==> src/rtl/sample_fifo_pkg.sv <==
// sample_fifo_pkg: shared constants, pointer-width helper and parameter check
// for the sample replay FIFO.
`define SFIFO_PARAM_CHECK(lat, af, ae, depth) \
    if ((lat) < RD_LAT_MIN || (lat) > RD_LAT_MAX || (af) < 1 || (af) > (depth) || (ae) < 0 || (ae) >= (depth)) begin : g_param_err \
        $error("sample_replay_fifo: illegal RD_LAT or threshold parameter"); \
    end

package sample_fifo_pkg;
    localparam int RD_LAT_MIN = 1;
    localparam int RD_LAT_MAX = 3;

    function automatic int ptr_w(input int depth_bit);
        return depth_bit + 1;
    endfunction
endpackage

==> src/rtl/sample_replay_fifo_sdp_ram.sv <==
// sdp_ram: simple dual-port memory, synchronous write, synchronous read with
// RD_LAT-1 extra output stages; each stage loads only when its enable is set.
module sdp_ram #(
    parameter int DATA_W = 16,
    parameter int ADDR_W = 4,
    parameter int RD_LAT = 2
) (
    input  logic              clk,
    input  logic              rst_n,
    input  logic              we,
    input  logic [ADDR_W-1:0] waddr,
    input  logic [DATA_W-1:0] wdata,
    input  logic [ADDR_W-1:0] raddr,
    input  logic [RD_LAT-1:0] en,
    output logic [DATA_W-1:0] rdata
);
    logic [DATA_W-1:0] mem [1 << ADDR_W];
    logic [DATA_W-1:0] pipe [RD_LAT];

    always_ff @(posedge clk)
        if (we) mem[waddr] <= wdata;

    // Stages hold when not enabled so the last stage keeps the last delivered word.
    always_ff @(posedge clk or negedge rst_n) begin
        if (!rst_n) begin
            for (int i = 0; i < RD_LAT; i++) pipe[i] <= '0;
        end else begin
            if (en[0]) pipe[0] <= mem[raddr];
            for (int i = 1; i < RD_LAT; i++)
                if (en[i]) pipe[i] <= pipe[i-1];
        end
    end

    assign rdata = pipe[RD_LAT-1];
endmodule

==> src/rtl/sample_replay_fifo.sv <==
// sample_replay_fifo: sample FIFO with a protected replay region (mark/rewind/release),
// occupancy flags, sticky error flags and cancellable read pipeline.
module sample_replay_fifo
    import sample_fifo_pkg::*;
#(
    parameter int DATA_W    = 16,
    parameter int DEPTH_BIT = 4,
    parameter int RD_LAT    = 2,
    parameter int AF_THRESH = (1 << DEPTH_BIT) - 2,
    parameter int AE_THRESH = 1
) (
    input  logic               clk,
    input  logic               rst_n,
    input  logic               i_flush,
    input  logic               i_mark,
    input  logic               i_release,
    input  logic               i_rewind,
    input  logic               i_push,
    input  logic [DATA_W-1:0]  i_data,
    input  logic               i_pop,
    output logic [DATA_W-1:0]  o_data,
    output logic               o_vld,
    output logic               o_full,
    output logic               o_almost_full,
    output logic               o_empty,
    output logic               o_almost_empty,
    output logic [DEPTH_BIT:0] o_count,
    output logic [DEPTH_BIT:0] o_replay_count,
    output logic               o_ovf,
    output logic               o_udf
);
    localparam int DEPTH = 1 << DEPTH_BIT;
    localparam int PW    = ptr_w(DEPTH_BIT);
    localparam logic [PW-1:0] DEPTH_P = PW'(DEPTH);
    localparam logic [PW-1:0] AF_P    = PW'(AF_THRESH);
    localparam logic [PW-1:0] AE_P    = PW'(AE_THRESH);

    `SFIFO_PARAM_CHECK(RD_LAT, AF_THRESH, AE_THRESH, DEPTH)

    logic [PW-1:0]     rptr, wptr, mark_ptr, base, used;
    logic              mark_vld, ovf, udf;
    logic              rewind, kill, push_acc, pop_acc;
    logic [RD_LAT-1:0] vld_sr, vld_nxt;

    // The write side is bounded by the mark while it is held, protecting the replay region.
    always_comb begin
        base     = mark_vld ? mark_ptr : rptr;
        used     = wptr - base;
        rewind   = i_rewind & mark_vld & ~i_flush;
        kill     = i_flush | rewind;
        push_acc = i_push & ~o_full & ~i_flush;
        pop_acc  = i_pop & ~o_empty & ~kill;
        vld_nxt  = kill ? '0 : RD_LAT'({vld_sr, pop_acc});
    end

    assign o_count        = wptr - rptr;
    assign o_replay_count = mark_vld ? wptr - mark_ptr : '0;
    assign o_full         = used == DEPTH_P;
    assign o_almost_full  = used >= AF_P;
    assign o_empty        = o_count == '0;
    assign o_almost_empty = o_count <= AE_P;
    assign o_ovf          = ovf;
    assign o_udf          = udf;
    assign o_vld          = vld_sr[RD_LAT-1];

    always_ff @(posedge clk or negedge rst_n) begin
        if (!rst_n) begin
            rptr     <= '0;
            wptr     <= '0;
            mark_ptr <= '0;
            mark_vld <= 1'b0;
            ovf      <= 1'b0;
            udf      <= 1'b0;
            vld_sr   <= '0;
        end else if (i_flush) begin
            rptr     <= '0;
            wptr     <= '0;
            mark_ptr <= '0;
            mark_vld <= 1'b0;
            ovf      <= 1'b0;
            udf      <= 1'b0;
            vld_sr   <= '0;
        end else begin
            wptr <= wptr + PW'(push_acc);
            rptr <= rewind ? mark_ptr : rptr + PW'(pop_acc);
            // Mark captures rptr before a same-cycle pop advances it.
            if (!rewind && i_mark) begin
                mark_ptr <= rptr;
                mark_vld <= 1'b1;
            end else if (!rewind && i_release) begin
                mark_vld <= 1'b0;
            end
            ovf    <= ovf | (i_push & o_full);
            udf    <= udf | (i_pop & o_empty);
            vld_sr <= vld_nxt;
        end
    end

    sdp_ram #(
        .DATA_W(DATA_W),
        .ADDR_W(DEPTH_BIT),
        .RD_LAT(RD_LAT)
    ) u_ram (
        .clk  (clk),
        .rst_n(rst_n),
        .we   (push_acc),
        .waddr(wptr[DEPTH_BIT-1:0]),
        .wdata(i_data),
        .raddr(rptr[DEPTH_BIT-1:0]),
        .en   (vld_nxt),
        .rdata(o_data)
    );
endmodule

==> config.mk <==
export PLATFORM = sky130hd
export DESIGN_NAME = sample_replay_fifo
export DESIGN_NICKNAME = d
export VERILOG_FILES = /design/src/rtl/sample_fifo_pkg.sv /design/src/rtl/sample_replay_fifo_sdp_ram.sv /design/src/rtl/sample_replay_fifo.sv
export SDC_FILE = /design/constraint.sdc
export NUM_CORES = 1
export LEC_CHECK = 0
export ABC_AREA = 1
export CORE_ASPECT_RATIO = 1.4
export CORE_MARGIN = 1.5
export CORE_UTILIZATION = 35
export CTS_CLUSTER_SIZE = 25
export DETAILED_ROUTE_END_ITERATION = 10
export RECOVER_POWER = 100
export SLEW_MARGIN = 20
export SYNTH_ARGS = -nofsm -noshare
export SYNTH_HDL_FRONTEND = slang
export SYNTH_SLANG_ARGS = --single-unit
==> constraint.sdc <==
create_clock -name clk -period 7 [get_ports clk]
set_input_delay 1.4 -clock clk [delete_from_list [all_inputs] [get_ports clk]]
set_output_delay 1.4 -clock clk [all_outputs]
set_load 0.02 [all_outputs]
==> results_dict.tcl, run 1 <==
set metrics [dict create \
    outcome "complete, but fails checks" \
    violations "capacitance limit, slew limit" \
    synth_seq_cells 308 \
    period_needed_ps 5812 \
    num_vias 8661 \
    route.detailed.drc 0 \
    netlist_instances 1254 \
    syn_to_final_growth_pct 13.56 \
    hold-path-endpoint "u_ram.rdata[3]" \
    highest_layer "met4" \
    slew_headroom_pct -84.43 \
    min_period_over_period_pct 83.03 \
    synth_area_um2 13270 \
    seq_area_frac_synth_pct 67.72 \
    cts_tree "yes" \
    finalSetupViolations 0 \
    detail-route-antenna-nets 0 \
    seq_area_um2 8989 \
    critPathLaunchType "flop" \
    final_nets 1336 \
    clockBufferDepth 3 \
    initial_core_util_pct 35.37 \
    min_path_type "reg2reg" \
    drt_iter0_drc 678 \
    fp.coreArea_um2 37520 \
    power_leakage_nw 5.891 \
    synth_area_leaders "edfxtp_1 58%, nand2_1 12%, dfrtp_1 9.8%, nor2_1 4.6%, o21ai_0 4.1%" \
    grt_pass1_wl_mm 46.26 \
    cp.arrival_ps 4410 \
    dieArea_um2 39120 \
    io_pins 57 \
    crit_path_end_kind "primary output" \
    fin_ws_ps 1188 \
    numCtsBuffers 27 \
    ctsHoldBuffers 0 \
    ff2ff_setup_slack_ps 2190 \
    min_from "u_ram.pipe[19]" \
    drive_gt1_share_pct 4.871 \
    r2r_cells 15 \
    rsz0062_at_grt "false" \
    hold-path-cell-count 2 \
    fmax_ghz 0.1721 \
    antenna_cells 0 \
    die_w_um 167.6 \
    numClockSinks 308 \
    multi_input_area_um2 3612 \
    viasPerCell 4.847 \
    path_max_fanout 71 \
    ys_types 32 \
    required_ps 5600 \
    synth_warnings 0 \
    clkTransAtPathRegs_ps 70 \
    synth.top_cell.area_share_pct 57.92 \
    grt_max_degree 102 \
    drv_cap 2 \
    gp_congestion 0.8462 \
    postCtsSetupRepairBufs 0 \
    root_buffer "clkbuf_16" \
    clk_latency_ps 540 \
    wl_met3_mm 1.141 \
    fill_cells 3588 \
    first_pass_iters 4 \
    critical_path_class "reg2out" \
    routedWlPerCell_um 16.69 \
    htreeDepth 1 \
    wl_mm 29.82 \
    dr_wl_met2_mm 15.76 \
    track_usage_pct 15.33 \
    dp_hpwl_mm 17.97 \
    rr_startpoint "rptr[0]" \
    tightest_slew_ps 2767 \
    finalSetupTns_ps 0 \
    grt_pass1_vias 8342 \
    syn_avg_cell_area_um2 10.58 \
    antenna_found_initial 1 \
    p_per_area_nw_per_um2 287.5 \
    fin_skew_ps 12.44 \
    met1_length_mm 12.09 \
    cts_resized 0 \
    r2r-end "u_ram.mem[6][9]" \
    synth_largest_area_cell "edfxtp_1" \
    die_h_um 233.4 \
    hold_violations 0 \
    place_ws_ps 2428 \
    finalMaxSlewViolations 53 \
    syn_nets 1297 \
    io_buffers 56 \
    ir_drop_v 0.0001968 \
    rows 84 \
    grt_overflow 0 \
]
worst max-delay path: stages, from the launching register on:
cell and delay, ps:
dfrtp_1 590, clkbuf_2 1160, inv_2 150, fa_1 520, nor2_1 130, nor2_1 90, nor2_4 80, nand3_1 170
nor2_1 260, dlygate4sd3_1 710
cells in the mapped netlist:
master,instances
nor3_1,1
nand2_2,6
buf_2,21
nor2_1,162
nand2_1,412
o21bai_4,1
buf_1,5
fa_1,3
buf_4,20
a31oi_1,1
nor2_2,1
nand3_4,1
buf_6,5
a21oi_2,1
clkinv_1,3
nand3_1,60
clkbuf_2,1
nand3_2,1
xnor2_1,2
ha_1,16
o21ai_0,108
edfxtp_1,256
o22ai_1,7
dfrtp_1,52
clkbuf_1,18
a21oi_1,9
nor2_4,5
o21ai_1,15
nand2_4,1
inv_2,5
xor2_1,6
inv_1,49
cell type report:
class,count,area share (%)
Clock inverter,22,1.959
Multi-Input combinational cell,819,23.97
Timing Repair Buffer,80,4.574
Clock buffer,28,4.508
Sequential cell,308,59.64
Inverter,57,1.428
Tap cell,473,3.927
cells by family (layout without fill, tap and decap cells):
group / count (synthesis) / count (layout) / synth area share, %
AND/OR/NAND/NOR: 650 / 650 / 19.58
adder cells (fa/ha/maj): 19 / 19 / 1.961
XOR/XNOR: 8 / 8 / 0.5279
AO/OA/AOI/OAI: 142 / 142 / 5.562
buffers and inverters: 127 / 187 / 4.647
flip-flops: 308 / 308 / 67.72
through the flow:
| stage | utilization, % | area [µm²] | hold WS [ps] | power [mW] | std cells |
|---|---|---|---|---|---|
| after global routing | 40.17 | 15070 | 490.9 | 4.507 | 1787 |
| after floorplan | - | 13270 | 442.2 | 2.612 | 1254 |
| after global placement | 37.84 | 14200 | 453.5 | 2.780 | 1736 |
| after CTS | 40.43 | 15170 | 474.2 | 4.413 | 1786 |
| final | 40.17 | 15070 | 470.1 | 4.333 | 1787 |
| after detailed placement | 37.84 | 14200 | 456.5 | 2.788 | 1736 |
layout by cell type (no fill, tap or decap), drive strengths merged, types with 10 or more instances in the layout:
cell         synthesis  layout
inv                 54      54
ha                  16      16
a21oi               10      10
nand3               62      62
nand2              419     419
o21ai              123     123
edfxtp             256     256
dlygate4sd3          0      48
clkbuf              19      46
nor2               168     168
clkinv               3      14
dfrtp               52      52
metal layers:
layer  track usage (%)  up-vias
li1                  -     4254
met1             17.86     4184
met2             29.38      174
met3             1.491       49
met4             4.870        0
met5                 0        -
worst max-delay path by stage:
stage	start	to
after global routing	rptr[1]	o_empty
after CTS	rptr[2]	o_empty
after floorplan	rptr[0]	o_full
after global placement	rptr[2]	o_empty
after detailed placement	rptr[2]	o_empty
final	rptr[1]	o_empty
registers in the layout, indices dropped and copies added, names as in the netlist:
register     count
u_ram.pipe      16
o_ovf            1
mark_ptr         5
wptr             5
o_udf            1
rptr             5
mark_vld         1
vld_sr           2
u_ram.mem      256
u_ram.rdata     16
where the power goes:
part / switching (mW) / total (mW) / internal (mW)
Combinational: 0.355 / 0.558 / 0.203
Clock: 0.662 / 1.63 / 0.966
Sequential: 0.0556 / 2.15 / 2.09
Total: 1.07 / 4.33 / 3.26
No activity file was read; power rests on OpenSTA's default activity.
==> run 2: changes to the inputs <==
==> constraint.sdc (replaced) <==
create_clock -name clk -period 4.9 [get_ports clk]
set_input_delay 0.98 -clock clk [delete_from_list [all_inputs] [get_ports clk]]
set_output_delay 0.98 -clock clk [all_outputs]
set_load 0.02 [all_outputs]
==> run 2 against run 1 <==
  * Worst hold slack lost 1.8 ps
  * Combinational power grew 44%
  * The flow still finishes with violations (capacitance limit, slew limit)
  * Clock skew grew 6.4 ps
  * Sequential cell count is the same
  * Highest routed layer unchanged
  * Largest power group unchanged
==> results_dict.tcl, run 2 (same netlist as run 1, synthesis figures left out) <==
set metrics [dict create \
    largest-register "u_ram.mem" \
    tightest_slew_ps 2797 \
    postCtsSetupRepairBufs 0 \
    largest_reg_flops 256 \
    grt_overflow 0 \
    grt_pass1_vias 8681 \
    internal-power_mw 4.478 \
    drive_gt1_share_pct 4.780 \
    dieArea_um2 39120 \
    finalMaxSlewViolations 53 \
    critPathLaunchType "flop" \
    rows 84 \
    antenna_found_initial 1 \
    ir_drop_v 0.0002665 \
    outcome "complete, but fails checks" \
    routedWlPerCell_um 17.01 \
    crit_path_end_kind "primary output" \
    fp.coreArea_um2 37520 \
    p_seq_share_pct 51.1 \
    clkPwrFrac_pct 35.5 \
    num_vias 8660 \
    drt_iter0_drc 696 \
    gp_congestion 0.8298 \
    detail-route-antenna-nets 0 \
    hold_violations 0 \
    seq_area_um2 8994 \
    required_ps 3920 \
    layout_common_cells "414 x nand2_1, 256 x edfxtp_1, 166 x nor2_1" \
    final_common_cell "nand2_1" \
    clkTransAtPathRegs_ps 60 \
    period_needed_ps 4434 \
    grt_pass1_wl_mm 47.92 \
    critical_path.slowest_cell "clkdlybuf4s50_1" \
    initial_core_util_pct 35.37 \
    io_buffers 56 \
    critPathMostFrequentCell "nor2_1" \
    multi_input_area_um2 3615 \
    clockBufferDepth 3 \
    finalSetupViolations 0 \
    cts_resized 0 \
    dp_hpwl_mm 17.99 \
    io_pins 57 \
    die_w_um 167.6 \
    finalSetupTns_ps 0 \
    cp.arrival_ps 3450 \
    placedCellCount 1738 \
    min_period_over_period_pct 90.49 \
    hold_slack_ps 468.3 \
    fin_skew_ps 18.88 \
    slew_headroom_pct -86.46 \
    switching_share_pct 25.28 \
    crit_chain "buf_4 -> ha_1 -> inv_1 -> fa_1 -> nor2_1 -> nor2_1 -> nor2_4 -> nand3_1 -> nor2_1 -> clkdlybuf4s50_1" \
    pwr-share-comb_pct 13.4 \
    power_leakage_nw 5.859 \
    die_h_um 233.4 \
    slowest_delay_ps 650 \
    rsz0062_at_grt "false" \
    final_nets 1339 \
    first_pass_iters 5 \
    drv_cap 1 \
    viasPerCell 4.835 \
    track_usage_pct 15.86 \
    violations "capacitance limit, slew limit" \
    wl_mm 30.46 \
    critical_path_class "reg2out" \
    route.detailed.drc 0 \
    switchingPower_mw 1.515 \
    antenna_cells 0 \
    ctsHoldBuffers 0 \
    path_max_fanout 45 \
    clk_latency_ps 560 \
    root_buffer "clkbuf_16" \
    fill_cells 3587 \
    instances_no_fill 1791 \
    numCtsBuffers 29 \
    grt_max_degree 87 \
    fmax_ghz 0.2255 \
    cts_tree "yes" \
    numClockSinks 308 \
    htreeDepth 1 \
    min_path_type "reg2reg" \
    syn_to_final_growth_pct 12.89 \
    p_per_area_nw_per_um2 400.0 \
]
[run 2: stage by stage]
| stage | setup WS (ps) | cell area (µm²) | power [mW] | utilization (%) |
|---|---|---|---|---|
| after floorplan | 1555 | 13270 | 3.731 | - |
| after global placement | 1117 | 14210 | 3.967 | 37.88 |
| after detailed placement | 1089 | 14210 | 3.985 | 37.88 |
| after CTS | 486.5 | 15100 | 6.115 | 40.24 |
| after global routing | 206.2 | 14980 | 6.260 | 39.93 |
| final | 466.0 | 14980 | 5.993 | 39.93 |
[run 2: power groups by stage]
stage                     registers (mW)  clock network, mW  logic (mW)
final                               3.06               2.13       0.804
after global placement              3.11                  0       0.853
after detailed placement            3.12                  0       0.866
after floorplan                     3.11                  0       0.626
after CTS                           3.07               2.18       0.871
after global routing                3.08               2.27       0.906
[run 2: layer usage]
metal / share of wire (%) / GRT usage, % / vias up
met5: 0 / 0 / -
met4: 2.6 / 5.265 / 0
met3: 4.5 / 1.491 / 55
met2: 52 / 30.07 / 215
met1: 41 / 18.73 / 4140
li1: - / - / 4250
[run 2: worst paths after layout]
path,from,end,slack (ps),depth (start not counted)
max,rptr[0],o_empty,470,10
min,u_ram.pipe[16],u_ram.rdata[0],470,2
max reg2reg,mark_vld,u_ram.mem[2][14],1020,14
min reg2reg,u_ram.pipe[16],u_ram.rdata[0],470,2
max in group asynchronous,rst_n,rptr[0],1530,2
min in group asynchronous,rst_n,rptr[4],1410,2
[run 2: worst max-delay path: cells and delay by family (launching register included)]
| family | cells | cell delay [ps] |
|---|---|---|
| buffers and inverters | 3 | 1130 |
| flip-flops | 1 | 410 |
| AND/OR/NAND/NOR | 5 | 700 |
| adder cells (fa/ha/maj) | 2 | 640 |
[run 2: layout make-up]
class | count | area share [%]
inverters | 57 | 1.436
clock buffers | 44 | 5.486
well taps | 473 | 3.950
clock inverters | 9 | 0.4426
multi-input cells | 819 | 24.13
flip-flops and latches | 308 | 60.03
repair buffers | 81 | 4.534
